<file path="src/rtl/uart_tx_queue.sv">
// Byte FIFO feeding an 8N1 serializer: the core pushes bytes at full speed and the
// serializer drains them onto txd at line rate.
module uart_tx_queue #(
  parameter int unsigned DEPTH_LOG2   = 4,
  parameter int unsigned CLKS_PER_BIT = 573
) (
  input  logic                  clk,
  input  logic                  reset,
  input  logic                  push_enable,
  input  logic [7:0]            push_data,
  output logic                  txd,
  output logic                  full,
  output logic                  empty,
  output logic [DEPTH_LOG2:0]   count,
  output logic                  busy,
  output logic                  overflow
);

  localparam int unsigned DEPTH  = 1 << DEPTH_LOG2;
  localparam int unsigned CNT_W  = DEPTH_LOG2 + 1;
  localparam int unsigned BAUD_W = (CLKS_PER_BIT > 1) ? $clog2(CLKS_PER_BIT) : 1;

  typedef enum logic [1:0] {
    S_IDLE  = 2'd0,
    S_START = 2'd1,
    S_DATA  = 2'd2,
    S_STOP  = 2'd3
  } state_t;

  logic [7:0]            mem [DEPTH];
  logic [DEPTH_LOG2-1:0] wr_ptr;
  logic [DEPTH_LOG2-1:0] rd_ptr;
  logic [CNT_W-1:0]      count_nxt;
  logic                  push_ok;
  logic                  pop;

  state_t                state;
  state_t                state_nxt;
  logic [BAUD_W-1:0]     baud_cnt;
  logic [BAUD_W-1:0]     baud_nxt;
  logic [2:0]            bit_idx;
  logic [2:0]            bit_nxt;
  logic [7:0]            shift;
  logic [7:0]            shift_nxt;
  logic                  txd_nxt;
  logic                  baud_done;

  // A full queue drops the push even when a pop frees a slot in the same cycle.
  assign push_ok   = push_enable & ~full;
  assign baud_done = (baud_cnt == BAUD_W'(CLKS_PER_BIT - 1));

  always_comb begin
    count_nxt = count;
    case ({push_ok, pop})
      2'b10:   count_nxt = count + CNT_W'(1);
      2'b01:   count_nxt = count - CNT_W'(1);
      default: count_nxt = count;
    endcase
  end

  // Storage array needs no reset: pointers and count gate what is ever read.
  always_ff @(posedge clk) begin
    if (!reset && push_ok) begin
      mem[wr_ptr] <= push_data;
    end
  end

  always_ff @(posedge clk) begin
    if (reset) begin
      wr_ptr   <= '0;
      rd_ptr   <= '0;
      count    <= '0;
      full     <= 1'b0;
      empty    <= 1'b1;
      overflow <= 1'b0;
    end else begin
      if (push_ok) wr_ptr <= wr_ptr + DEPTH_LOG2'(1);
      if (pop)     rd_ptr <= rd_ptr + DEPTH_LOG2'(1);
      count <= count_nxt;
      full  <= (count_nxt == CNT_W'(DEPTH));
      empty <= (count_nxt == '0);
      if (push_enable && full) overflow <= 1'b1;
    end
  end

  // Serializer next-state; a frame ending with data queued chains straight into START.
  always_comb begin
    state_nxt = state;
    baud_nxt  = baud_cnt + BAUD_W'(1);
    bit_nxt   = bit_idx;
    shift_nxt = shift;
    pop       = 1'b0;
    case (state)
      S_IDLE: begin
        baud_nxt = '0;
        if (!empty) begin
          pop       = 1'b1;
          shift_nxt = mem[rd_ptr];
          state_nxt = S_START;
        end
      end
      S_START: begin
        if (baud_done) begin
          baud_nxt  = '0;
          bit_nxt   = 3'd0;
          state_nxt = S_DATA;
        end
      end
      S_DATA: begin
        if (baud_done) begin
          baud_nxt  = '0;
          shift_nxt = {1'b0, shift[7:1]};
          bit_nxt   = bit_idx + 3'd1;
          if (bit_idx == 3'd7) state_nxt = S_STOP;
        end
      end
      S_STOP: begin
        if (baud_done) begin
          baud_nxt = '0;
          if (!empty) begin
            pop       = 1'b1;
            shift_nxt = mem[rd_ptr];
            state_nxt = S_START;
          end else begin
            state_nxt = S_IDLE;
          end
        end
      end
      default: begin
        baud_nxt  = '0;
        state_nxt = S_IDLE;
      end
    endcase

    case (state_nxt)
      S_START: txd_nxt = 1'b0;
      S_DATA:  txd_nxt = shift_nxt[0];
      default: txd_nxt = 1'b1;
    endcase
  end

  always_ff @(posedge clk) begin
    if (reset) begin
      state    <= S_IDLE;
      baud_cnt <= '0;
      bit_idx  <= '0;
      shift    <= '0;
      txd      <= 1'b1;
      busy     <= 1'b0;
    end else begin
      state    <= state_nxt;
      baud_cnt <= baud_nxt;
      bit_idx  <= bit_nxt;
      shift    <= shift_nxt;
      txd      <= txd_nxt;
      busy     <= (state_nxt != S_IDLE);
    end
  end

endmodule
</file>
<file path="config.mk">
export PLATFORM = sky130hd
export DESIGN_NAME = uart_tx_queue
export DESIGN_NICKNAME = d
export VERILOG_FILES = /design/src/rtl/uart_tx_queue.sv
export SDC_FILE = /design/constraint.sdc
export NUM_CORES = 1
export LEC_CHECK = 0
export ABC_AREA = 1
export ABC_CLOCK_PERIOD_IN_PS = 4200
export CAP_MARGIN = 10
export CORE_UTILIZATION = 59
export CTS_BUF_LIST = sky130_fd_sc_hd__clkbuf_4 sky130_fd_sc_hd__clkbuf_8 sky130_fd_sc_hd__clkbuf_16
export CTS_CLUSTER_SIZE = 24
export DETAILED_ROUTE_END_ITERATION = 16
export PLACE_DENSITY = 0.83
export SYNTH_ARGS = -nofsm -noshare
export SYNTH_HDL_FRONTEND = slang
export SYNTH_SLANG_ARGS = --single-unit
</file>
<file path="constraint.sdc">
create_clock -name clk -period 4.2 [get_ports clk]
set_clock_uncertainty 0.15 [all_clocks]
set_input_delay 0.63 -clock clk [delete_from_list [all_inputs] [get_ports clk]]
set_output_delay 0.63 -clock clk [all_outputs]
set_load 0.1 [all_outputs]
</file>
==> impl_metrics.csv <==
group,metric,value,unit
global_routing,grt_pass1_vias,5201,
cts,hold_buffers,0,
finish,nNetsFinal,784,
global_routing,antenna_found_initial,0,
logic_synthesis,ys_ff_latch,173,
global_routing,grt_max_degree,69,
die,dieArea,13400,um2
global_routing,grt_pass1_wl,25900,um
finish,area_growth,12.0,%
route,wl,16000,um
timing,maxSlewHeadroom,31.0,%
die,die_w,116,um
route,first_pass_iters,7,
timing,finalCritPeriodShare,74.9,%
timing,period_needed,3.15,ns
placed_design,port_buffers,20,
logic_synthesis,syn-num-nets,769,
setup_path,worstSetupStartpointType,"flip-flop",
route,drc_errors,0,
min_path,holdPathStages,1,
setup_path,worstPathMaxFanout,7,
finish,final_layout_size_suffix_gt1_share,10.5,%
placed_design,dp_hpwl,10000,um
timing,finalSetupViolCount,0,
placed_design,pre_cts_slack,0.702,ns
cts,cts.clk_slew.worst_paths,0.06,ns
cts,root_buffer,"clkbuf_16",
logic_synthesis,synth_area,7610,um2
timing,drv_slew,0,
die,rows,41,
cts,cts_tree,"built",
setup_path,path_delay_family,"simple AND/OR/NAND/NOR gates",
min_path,hp-class,"flip-flop to flip-flop",
cts,cts_sinks,173,
setup_path,cp-end-kind,"flip-flop",
route,drt_iter0_drc,510,
logic_synthesis,synth_common_cells,"nor2_1, edfxtp_1, nand2_1, inv_1, o21ai_0",
timing,max_freq,318,MHz
die,core,12600,um2
logic_synthesis,synth_top_cells_by_area,"edfxtp_1, dfxtp_1, nor2_1, nand2_1, o21ai_0",
setup_path,critPathRequiredTime,4.36,ns
setup_path,criticalPathCategory,"flip-flop to flip-flop",
finish,post-route-util,67.5,%
pwr,cellPowerDensity,618,nW/um2
die,io-pin-count,21,
logic_synthesis,synth-edff-count,128,
logic_synthesis,async_flop_share,0,%
global_routing,grtUsageTotal,26.3,%
logic_synthesis,yosysSeqAreaShare,62.4,%
setup_path,max_stage_delay,0.38,ns
route,post_drt_wl_per_cell,17.0,um
cts,h-tree-depth,4,
logic_synthesis,ys.flop_type,"edfxtp_1",
timing,timing.setup.tns,0,ns
placed_design,dp_cells,909,
finish,antenna_cells,0,
logic_synthesis,synthCells,741,
pwr,report.power.total,5.26,mW
timing,finalHoldViolCount,0,
pwr,p_leak,3.01,nW
logic_synthesis,yosys.area.top_type_share,50.5,%
timing,rsz0062_at_grt,"no",
route,postRouteAntennaNets,0,
timing,whs,0.321,ns
cts,numCtsBuffers,17,
setup_path,slowest_stage,"dfxtp_1",
setup_path,worstPathBufferInverterCount,3,
logic_synthesis,post_synth.cell_area_avg,10.3,um2
route,vias,5364,
route,routed_via_density,5.70,
timing,fin_ws,1.05,ns
die,start_util,60.3,%
pwr,irDropWorstVdd,623,uV
cts,clk_latency,0.44,ns
global_routing,grt-ovfl-total,0,
logic_synthesis,yosys_warnings,0,
job,cap_viol_max_count,0,
logic_synthesis,synth_cell_type_count,41,
finish,finalInstanceArea,8520,um2
finish,final_cells,941,
cts,cts.repair.resized,0,
setup_path,crit_arrival,3.31,ns
die,die_h,116,um
placed_design,place_area,7900,um2
logic_synthesis,yosysMostFrequentCell,"nor2_1",
setup_path,reg2reg_depth,18,
status,outcome,"complete, no violations",
logic_synthesis,synth_area_leader_cell,"edfxtp_1",
timing,worstMarginPinSlew,1.03,ns
placed_design,gp_congestion,0.846,
cts,cts_max_path_buffers,2,
setup_path,path_cells,"inv_1, ha_1, and3_4, nand3_2, nand2_2, nand2_2, inv_1, ha_1, xor2_1, ha_1, a21oi_1, or2_4, o21ai_2, nand4_1, nand2_2, inv_2, nand3_1, nand2_1",
setup_path,cp.depth,18,
cts,post_cts_buffers,0,
==> final cells by class <==
type | count | area [um2]
clock buffer | 17 | 425
inverter | 67 | 253
tap | 172 | 215
fill | 968 | 4100
multi-input combinational | 473 | 2460
timing repair buffer | 24 | 230
sequential | 173 | 4750
clock inverter | 15 | 196
==> cells by family after synthesis <==
group	Yosys count	synth area share [%]
AO/OA/AOI/OAI	131	10.2
XOR/XNOR	8	0.921
adder cells (fa/ha/maj)	17	2.80
buffers and inverters	95	5.33
flip-flops	173	62.4
multiplexers	1	0.132
AND/OR/NAND/NOR	316	18.2
==> power breakdown <==
part | switching [mW] | internal (mW) | total, mW
Sequential | 0.0790 | 1.94 | 2.02
Combinational | 1.13 | 0.471 | 1.60
Clock | 0.647 | 0.993 | 1.64
Total | 1.86 | 3.41 | 5.26
==> metal layers <==
layer / vias up / wire [um] / track usage, %
met5: - / 0 / 0
met4: 0 / 300 / 9.70
met3: 28 / 1150 / 7.37
met2: 242 / 7870 / 43.4
met1: 2536 / 6650 / 33.3
li1: 2558 / - / -
==> layout by cell type, fill, tap and decap left out, types with 5 or more instances in the layout <==
| master | count |
|---|---|
| inv_1 | 58 |
| inv_2 | 6 |
| nand2_1 | 80 |
| clkinv_2 | 6 |
| ha_1 | 17 |
| a21oi_1 | 26 |
| nand2_2 | 7 |
| clkbuf_16 | 17 |
| o21ai_0 | 57 |
| nor3_1 | 6 |
| clkdlybuf4s50_1 | 20 |
| dfxtp_1 | 44 |
| nand3_1 | 51 |
| a21oi_2 | 8 |
| xor2_1 | 5 |
| o211ai_1 | 28 |
| o21ai_1 | 7 |
| nor2_2 | 12 |
| nor2_1 | 145 |
| edfxtp_1 | 128 |
==> sequential cells by signal, summed over array words and instances, names as in the netlist, 2 cells and up, named ones only <==
register / flops
rd_ptr: 4
baud_cnt: 10
count: 5
state: 2
wr_ptr: 4
mem: 128
bit_idx: 3
shift: 8
==> worst paths after layout <==
path / startpoint / endpoint / slack [ns]
worst max-delay path: baud_cnt[0]$_SDFF_PP0_ / empty$_SDFF_PP1_ / 1.05
worst min-delay path: baud_cnt[0]$_SDFF_PP0_ / baud_cnt[0]$_SDFF_PP0_ / 0.32
worst max register to register: baud_cnt[0]$_SDFF_PP0_ / empty$_SDFF_PP1_ / 1.05
worst min register to register: baud_cnt[0]$_SDFF_PP0_ / baud_cnt[0]$_SDFF_PP0_ / 0.32
==> worst register-to-register path: cells and delay by family (launching register included) <==
family / cells / cell delay [ns]
flops: 1 / 0.38
buf+inv: 3 / 0.19
compound gates: 2 / 0.21
xor+xnor: 1 / 0.23
simple gates: 9 / 1.18
fa+ha+maj: 3 / 0.67
No activity file was read; power rests on OpenSTA's default activity.
